[src/rtl/passcode_pkg.sv]
// Shared types and width helpers for the passcode lock.
package passcode_pkg;

    typedef enum logic [1:0] {
        S_ENTRY    = 2'd0,
        S_UNLOCKED = 2'd1,
        S_PROGRAM  = 2'd2,
        S_LOCKOUT  = 2'd3
    } lock_state_t;

    // Width of a counter that must hold every value 0..max_value without wrapping.
    function automatic int count_w(input int max_value);
        return (max_value < 1) ? 1 : $clog2(max_value + 1);
    endfunction

    function automatic int digit_count_w(input int code_len);
        return count_w(code_len);
    endfunction

    function automatic int attempts_w(input int max_attempts);
        return count_w(max_attempts);
    endfunction

endpackage

[src/rtl/btn_one_shot.sv]
// Turns a raw active-low push button into a single-cycle press strobe,
// one strobe per low period regardless of how long the button is held.
module btn_one_shot (
    input  logic clk,
    input  logic rst,
    input  logic btn_n,
    output logic press
);

    logic sync1;
    logic sync2;
    logic prev;

    always_ff @(posedge clk) begin
        if (rst) begin
            sync1 <= 1'b0;
            sync2 <= 1'b0;
            prev  <= 1'b0;
        end else begin
            sync1 <= ~btn_n;
            sync2 <= sync1;
            prev  <= sync2;
        end
    end

    assign press = sync2 & ~prev;

endmodule

[src/rtl/passcode_lock.sv]
// Passcode lock: collects CODE_LEN digits per attempt, evaluates them only after
// the last digit, counts failures into a timed lockout, and allows code changes.
module passcode_lock
    import passcode_pkg::*;
#(
    parameter int DIGIT_W = 4,
    parameter int CODE_LEN = 4,
    parameter logic [CODE_LEN*DIGIT_W-1:0] DEFAULT_CODE = 16'h1224,
    parameter int DIGIT_TIMEOUT = 1000000000,
    parameter int MAX_ATTEMPTS = 3,
    parameter int LOCKOUT_CYCLES = 1500000000
) (
    input  logic                                   clk,
    input  logic                                   rst,
    input  logic                                   btn_n,
    input  logic [DIGIT_W-1:0]                     SW,
    input  logic                                   program_en,
    output logic                                   unlocked,
    output logic                                   locked_out,
    output logic                                   fail,
    output logic [digit_count_w(CODE_LEN)-1:0]     digit_count,
    output logic [attempts_w(MAX_ATTEMPTS)-1:0]    attempts_left,
    output logic [1:0]                             lock_state
);

    localparam int CODE_W = CODE_LEN * DIGIT_W;
    localparam int DC_W   = digit_count_w(CODE_LEN);
    localparam int ATT_W  = attempts_w(MAX_ATTEMPTS);
    localparam int TO_W   = count_w(DIGIT_TIMEOUT);
    localparam int LO_W   = count_w(LOCKOUT_CYCLES);

    localparam logic [DC_W-1:0]  LAST_DIGIT = DC_W'(CODE_LEN - 1);
    localparam logic [ATT_W-1:0] ATT_MAX    = ATT_W'(MAX_ATTEMPTS);
    localparam logic [TO_W-1:0]  TO_LAST    = TO_W'(DIGIT_TIMEOUT - 1);
    localparam logic [LO_W-1:0]  LO_LOAD    = LO_W'(LOCKOUT_CYCLES - 1);

    lock_state_t        state;
    logic [CODE_W-1:0]  code_reg;
    logic [CODE_W-1:0]  shadow;
    logic               mismatch_acc;
    logic [TO_W-1:0]    to_cnt;
    logic [LO_W-1:0]    lo_cnt;
    logic               press;
    logic [DIGIT_W-1:0] cur_digit;
    logic               digit_match;
    logic               in_sequence;
    logic               timeout_hit;

    btn_one_shot u_btn (
        .clk   (clk),
        .rst   (rst),
        .btn_n (btn_n),
        .press (press)
    );

    // Digit 0 lives in the MSBs of the code register.
    always_comb begin
        cur_digit = '0;
        for (int i = 0; i < CODE_LEN; i++) begin
            if (digit_count == DC_W'(i)) begin
                cur_digit = code_reg[(CODE_LEN-1-i)*DIGIT_W +: DIGIT_W];
            end
        end
    end

    assign digit_match = (SW == cur_digit);
    assign in_sequence = ((state == S_ENTRY) || (state == S_PROGRAM)) && (digit_count != '0);
    assign timeout_hit = in_sequence && (to_cnt == TO_LAST);
    assign lock_state  = state;

    // Idle counter between presses; a press always restarts it, even on the expiry cycle.
    always_ff @(posedge clk) begin
        if (rst) begin
            to_cnt <= '0;
        end else if (press || !in_sequence || timeout_hit) begin
            to_cnt <= '0;
        end else begin
            to_cnt <= to_cnt + TO_W'(1);
        end
    end

    always_ff @(posedge clk) begin
        if (rst) begin
            state         <= S_ENTRY;
            unlocked      <= 1'b0;
            locked_out    <= 1'b0;
            fail          <= 1'b0;
            digit_count   <= '0;
            attempts_left <= ATT_MAX;
            code_reg      <= DEFAULT_CODE;
            shadow        <= '0;
            mismatch_acc  <= 1'b0;
            lo_cnt        <= '0;
        end else begin
            fail <= 1'b0;
            case (state)
                S_ENTRY: begin
                    if (press) begin
                        if (digit_count == LAST_DIGIT) begin
                            digit_count  <= '0;
                            mismatch_acc <= 1'b0;
                            if (!mismatch_acc && digit_match) begin
                                state         <= S_UNLOCKED;
                                unlocked      <= 1'b1;
                                attempts_left <= ATT_MAX;
                            end else begin
                                fail          <= 1'b1;
                                attempts_left <= attempts_left - ATT_W'(1);
                                if (attempts_left == ATT_W'(1)) begin
                                    state      <= S_LOCKOUT;
                                    locked_out <= 1'b1;
                                    lo_cnt     <= LO_LOAD;
                                end
                            end
                        end else begin
                            digit_count  <= digit_count + DC_W'(1);
                            mismatch_acc <= mismatch_acc | ~digit_match;
                        end
                    end else if (timeout_hit) begin
                        digit_count  <= '0;
                        mismatch_acc <= 1'b0;
                    end
                end

                S_PROGRAM: begin
                    if (press) begin
                        if (digit_count == LAST_DIGIT) begin
                            // Whole new code lands in one cycle, last digit taken straight from SW.
                            code_reg    <= {shadow[CODE_W-1:DIGIT_W], SW};
                            shadow      <= '0;
                            digit_count <= '0;
                            state       <= S_UNLOCKED;
                            unlocked    <= 1'b1;
                        end else begin
                            for (int i = 0; i < CODE_LEN; i++) begin
                                if (digit_count == DC_W'(i)) begin
                                    shadow[(CODE_LEN-1-i)*DIGIT_W +: DIGIT_W] <= SW;
                                end
                            end
                            digit_count <= digit_count + DC_W'(1);
                        end
                    end else if (timeout_hit) begin
                        shadow      <= '0;
                        digit_count <= '0;
                        state       <= S_UNLOCKED;
                        unlocked    <= 1'b1;
                    end
                end

                S_UNLOCKED: begin
                    if (press) begin
                        unlocked    <= 1'b0;
                        digit_count <= '0;
                        state       <= program_en ? S_PROGRAM : S_ENTRY;
                    end
                end

                S_LOCKOUT: begin
                    if (lo_cnt == '0) begin
                        state         <= S_ENTRY;
                        locked_out    <= 1'b0;
                        attempts_left <= ATT_MAX;
                    end else begin
                        lo_cnt <= lo_cnt - LO_W'(1);
                    end
                end

                default: begin
                    state      <= S_ENTRY;
                    unlocked   <= 1'b0;
                    locked_out <= 1'b0;
                end
            endcase
        end
    end

endmodule

[config.mk]
export PLATFORM = sky130hd
export DESIGN_NAME = passcode_lock
export DESIGN_NICKNAME = d
export VERILOG_FILES = /design/src/rtl/passcode_pkg.sv /design/src/rtl/btn_one_shot.sv /design/src/rtl/passcode_lock.sv
export SDC_FILE = /design/constraint.sdc
export NUM_CORES = 1
export LEC_CHECK = 0
export CORE_ASPECT_RATIO = 0.6
export CORE_MARGIN = 2
export CORE_UTILIZATION = 51
export CTS_CLUSTER_SIZE = 10
export DETAILED_ROUTE_END_ITERATION = 10
export PLACE_DENSITY = 0.71
export SYNTH_ARGS = -nofsm -noshare
export SYNTH_HDL_FRONTEND = slang
export SYNTH_SLANG_ARGS = --single-unit
export TNS_END_PERCENT = 1
[constraint.sdc]
create_clock -name clk -period 2.5 [get_ports clk]
set_input_delay 0.25 -clock clk [delete_from_list [all_inputs] [get_ports clk]]
set_output_delay 0.25 -clock clk [all_outputs]
set_load 0.03 [all_outputs]
# --- Yosys cells after proc, flatten, opt, wreduce, memory -nomap -nowiden ---
# Cells that the tools add are included.
op_classes:
  add_sub_neg: 4
  mul: 0
  div_mod_pow: 0
  n_lt_le_gt_ge: 0
  eq_ne: 24
  shifts: 0
  n_mux: 55
  bitwise: 8
  reduce_logical: 30
ops:
  columns: ["op", "count"]
  rows:
  - ["31-bit two-way mux", 5]
  - ["31-bit one-hot mux with 2 select lines", 1]
  - ["16-bit two-way mux", 3]
  - ["31-bit zero test", 1]
  - ["31-bit by 1-bit subtractor with 31-bit output, second input constant", 1]
  - ["30-bit by 1-bit adder with 30-bit output, second input constant", 1]
  - ["30-bit == test, second input constant", 1]
  - ["2-bit two-way mux", 14]
  - ["4-bit two-way mux", 7]
  - ["1-bit two-way mux", 16]
  - ["3-bit by 1-bit != test with 1-bit output, second input constant", 5]
  - ["3-bit AND reduction", 5]
  - ["7-bit AND reduction", 2]
  - ["3-bit two-way mux", 4]
  - ["6-bit AND reduction", 2]
  - ["2-bit != test, second input constant", 5]
  - ["2-bit one-hot mux with 4 select lines", 1]
  - ["3-bit by 2-bit == test with 1-bit output, second input constant", 2]
  - ["2-bit by 1-bit != test with 1-bit output, second input constant", 3]
  - ["1-bit NOT", 6]
  - ["3-bit one-hot mux with 2 select lines", 1]
  - ["2-bit nonzero test", 3]
  - ["3-bit nonzero test", 2]
  - ["2-bit by 1-bit == test with 1-bit output, second input constant", 2]
  - ["other kinds (21)", 28]
word_totals:
  reg_bits: 103
  latchBits: 0
  mem_bits_rw: 0
  romBits: 0
  wordCells: 137
  memories: 0

# --- Logic depth before layout (Yosys ltp) ---
depth:
  ltp_word: 11
  mapped_depth: 11

# --- Modules after synthesis ---
# From an unflattened synthesis, not the netlist that was laid out.
unflattened:
  cells_unflattened: 619
  area_unflattened_um2: 5157.4
modules_own_cells:
  columns: ["module", "instances", "cells_each", "area_per_inst_um2", "seq_area_each_um2"]
  rows:
  - ["passcode_lock", 1, 612, 5072.4, 2001.9]
  - ["btn_one_shot", 1, 7, 85.1, 60.1]

# --- Worst setup path after synthesis ---
# No wires, ideal clock.
synth_path:
  kind: "reg-to-reg"
  start: "register digit_count[0]"
  end: "register lo_cnt[19]"
  setup_ns: 0.122
  arrival_time_ns: 2.591
  slack_ns: -0.213
  stages_incl_launch_ff: 9
  path_buffers: 0
  cell_sequence: "dfxtp_1 inv_1 ha_1 nor2b_1 a221oi_1 o32ai_1 a311oi_1 a21oi_1 o311a_1"
synth_between:
  elab_chain_len: 9
  word_cells_on_any_way: 13
  classes_between: "eq/ne (6); mux (4); reduce/logical (3)"
synth_lines:
  columns: ["element", "line_no", "rtl"]
  rows:
  - ["start: declaration", "passcode_lock.sv:21", "output logic [digit_count_w(CODE_LEN)-1:0] digit_count,"]
  - ["start signal: assignment", "passcode_lock.sv:116", "digit_count <= digit_count + DC_W'(1);"]
  - ["start signal: assignment", "passcode_lock.sv:140", "digit_count <= digit_count + DC_W'(1);"]
  - ["3-bit zero test", "passcode_lock.sv:60", "if (digit_count == DC_W'(i)) begin"]
  - ["4-bit two-way mux (4 in a row)", "passcode_lock.sv:60", null]
  - ["4-bit == test", "passcode_lock.sv:66", "assign digit_match = (SW == cur_digit);"]
  - ["1-bit logical AND", "passcode_lock.sv:102", "if (!mismatch_acc && digit_match) begin"]
  - ["2-bit != test (no line)", null, null]
  - ["6-bit AND reduction (no line) *", null, null]
  - ["end signal: assignment", "passcode_lock.sv:164", "lo_cnt <= lo_cnt - LO_W'(1);"]
  - ["end: declaration", "passcode_lock.sv:42", "logic [LO_W-1:0] lo_cnt;"]
# Mark *: on every way between the ends. The rest lies on a longest branch, timed or not.
# A chain may end at the register's enable or synchronous reset.

# --- Worst setup path after layout ---
layout_path:
  start: "register lo_cnt[4]"
  end: "register lo_cnt[25]"
layout_between:
  elab_chain_len: 3
  word_cells_on_any_way: 6
  classes_between: "add/sub (1); eq/ne (1); mux (2); reduce/logical (2)"
layout_lines:
  columns: ["element", "line_no"]
  rows:
  - ["31-bit by 1-bit subtractor with 31-bit output or 31-bit zero test (tied branches)", "passcode_lock.sv:164, passcode_lock.sv:159"]
  - ["31-bit two-way mux or 2-bit != test (tied branches)", null]
  - ["31-bit one-hot mux with 2 select lines or 6-bit AND reduction (tied branches)", null]
# Several ways; a longest one is shown, not always the timed one. The select of a mux whose other input is x is not followed.

==> results.cfg <==
[run_status]
status = finished, final reports clean

[final_layout]
areaGrowthSynthToFinish_pct = 19.9
design_area_um2 = 6000
largest_reg_flops = 31
drive_gt1_share_pct = 13.6
final_cells = 792
nets = 672
antenna_cells = 0
fillers = 780

[power]
power_leakage_nw = 2.22
peakVddDrop_v = 0.000335
p_per_area_nw_per_um2 = 540

[setup_path]
cp_common_cell = or4_4
slowest_stage = or4_4
crit_required_ns = 2.74
endpoint_kind = flop
crit_path_start_kind = flop
critical_path.max_fanout = 6
arrival_ns = 2.66
rrSetupSlack_ns = 0.08
crit_type = flop to flop
cpPeakStageDelay_ns = 0.59
r2r-start = lo_cnt[4]$_SDFFE_PP0P_
reg2reg_to = lo_cnt[25]$_SDFFE_PP0P_
crit_chain = or4_4 -> or3_4 -> or4_4 -> o311ai_2 -> o31ai_1 -> a31o_1
reg2regPathDepth = 6

[cts]
cts_made_buffers = 9
cts_buffer_depth = 2
clk_pin_slew_ns = 0.07
clk_latency_ns = 0.35
cts_tree = built
cts-root-buf = clkbuf_16
ctsHtreeMaxLevel = 3
post_cts_buffers = 0
cts_num_sinks = 103

[worst_hold_path]
hp-start = rst
hp-class = primary input to flop
hold_end = u_btn.sync1$_SDFF_PP0_
whs_path_depth = 2

[synthesis]
synth_edf_count = 0
synth.most_common_cell = dfxtp_1
ys_seq_area_share_pct = 41.2
syn-num-nets = 624
syn_inst = 609
synthMuxAreaShare_pct = 3.20
ys_ff_latch = 103
synth-simple-area-share_pct = 27.6
synth-compound-area-share_pct = 16.6
avgSynthCellArea_um2 = 8.22
synth.distinct_cells = 60
synth_warnings = 0
async_reset_ff_share_pct = 0
synth_area_leaders = dfxtp_1, nor2_1, nand2_1, a21oi_1, xor2_1
synthXorXnorAreaFrac_pct = 5.95
synth_top_area_cell = dfxtp_1
yosysTopAreaCellShare_pct = 41.2
syn-cell-area_um2 = 5000
yosys-top-cells-count = dfxtp_1, nor2_1, nand2_1
synthAdderAreaFrac_pct = 1.75
synth_top_family_by_area = simple AND/OR/NAND/NOR gates
synth-main-ff-cell = dfxtp_1

[sta]
finClkSkew_ns = 0.0109
drv_slew = 0
tightest_slew_ns = 0.442
whs_ns = 0.293
relSlewSlack_pct = 69.7
tns_ns = 0
setup_ws_ns = 0.0775
rsz0062_at_grt = false
setup_viol = 0
max_freq_mhz = 413
period_minus_slack_ns = 2.42
final.period_utilization_pct = 96.9
hold_viol = 0

[global_routing]
grt_pass1_wl_um = 21200
grt_max_degree = 30
track_usage_pct = 24.9
grt_pass1_vias = 4328
overflow = 0
grt_antenna_before_repair = 0

[place]
placed_cells = 776
placedInstanceArea_um2 = 5630
hpwl_um = 9080
port_buffers = 17
gp_congestion = 0.891
preCtsSetupSlack_ns = -0.0754

[run]
maxCapViolCount = 0

[drt]
viasPerCell = 5.97
routed_wl_um = 12800
drtAntennaViolNets = 0
first_iter_violations = 423
drt_drc_violations_left = 0
num_vias = 4725
drt_pass1_iterations = 5
routedWlPerCell_um = 16.2

[floorplan]
rows = 27
start_util_pct = 53.5
fp.coreArea_um2 = 9360
die-area_um2 = 10600
die_y_um = 80.7
ios = 18
die_x_um = 132
[repair_timing]
action / CTS / global route
pin swaps: 0 / 2
resized for setup: 3 / 14
hold buffers: 0 / 0
cloned: 0 / 0
setup endpoints to repair: 6 / 38
[cells in the final DEF (no fill, tap or decap), drive strengths merged, types with 5 or more instances in the layout]
cell type / Yosys / layout
nand3: 19 / 19
or3: 7 / 7
a41o: 5 / 5
inv: 15 / 15
or4: 12 / 12
clkbuf: 23 / 14
and3: 13 / 13
nand2: 70 / 70
nor3: 32 / 32
buf: 7 / 51
a31oi: 8 / 8
dfxtp: 103 / 103
xor2: 21 / 21
xnor2: 13 / 13
o31a: 5 / 5
nor4: 8 / 8
clkdlybuf4s50: 0 / 16
o21ai: 21 / 21
ha: 7 / 7
nand4: 15 / 15
a21oi: 44 / 44
nor2: 73 / 73
nor2b: 11 / 11
mux2i: 16 / 16
[worst max-delay path by stage]
stage	cells past startpoint	to	slack, ns	start
floorplan	11	lo_cnt[8]$_SDFFE_PP0P_	-0.03	lo_cnt[0]$_SDFFE_PP0P_
global placement	7	lo_cnt[19]$_SDFFE_PP0P_	0.02	SW[2]
detailed placement	7	lo_cnt[8]$_SDFFE_PP0P_	-0.08	SW[2]
CTS	9	lo_cnt[19]$_SDFFE_PP0P_	0.009	lo_cnt[0]$_SDFFE_PP0P_
global route	6	lo_cnt[25]$_SDFFE_PP0P_	0.01	lo_cnt[4]$_SDFFE_PP0P_
finish	6	lo_cnt[25]$_SDFFE_PP0P_	0.08	lo_cnt[4]$_SDFFE_PP0P_
[cell type report]
| cell class | count | area [um2] | area share (%) |
|---|---|---|---|
| well taps | 130 | 163 | 2.71 |
| clock inverters | 2 | 38.8 | 0.646 |
| inverters | 16 | 60.1 | 1.00 |
| repair buffers | 67 | 578 | 9.63 |
| flip-flops and latches | 103 | 2060 | 34.4 |
| clock buffers | 14 | 264 | 4.40 |
| multi-input cells | 460 | 2830 | 47.2 |
[critical path, delay by kind of cell (launching register included)]
| family | cells | cell delay (ns) |
|---|---|---|
| AND/OR/NAND/NOR | 3 | 1.46 |
| AO/OA/AOI/OAI | 3 | 0.54 |
| flip-flops | 1 | 0.32 |
[metal layers]
layer	vias up	track usage, %	share of wire [%]
li1	2291	-	-
met1	2249	35.6	50
met2	170	37.6	42
met3	15	5.81	6.8
met4	0	6.96	1.1
met5	-	0	0
[power breakdown]
group	total [mW]	internal (mW)	switching (mW)	leakage [nW]
Clock	1.45	0.835	0.617	0.147
Combinational	0.141	0.0578	0.0832	1.24
Sequential	1.65	1.64	0.00289	0.831
Total	3.24	2.54	0.703	2.22
[kinds of logic (layout without fill, tap and decap cells)]
kind of cell	after synthesis	in the layout
buffers and inverters	46	99
adder cells (fa/ha/maj)	7	7
multiplexers	16	16
AND/OR/NAND/NOR	279	279
AO/OA/AOI/OAI	124	124
XOR/XNOR	34	34
flip-flops	103	103
[through the flow]
step	total power, mW	util, %
floorplan	1.76	-
global placement	1.81	60.2
detailed placement	1.82	60.2
CTS	3.26	63.5
global route	3.34	64.1
finish	3.24	64.1
(Power assumes the default switching activity.)
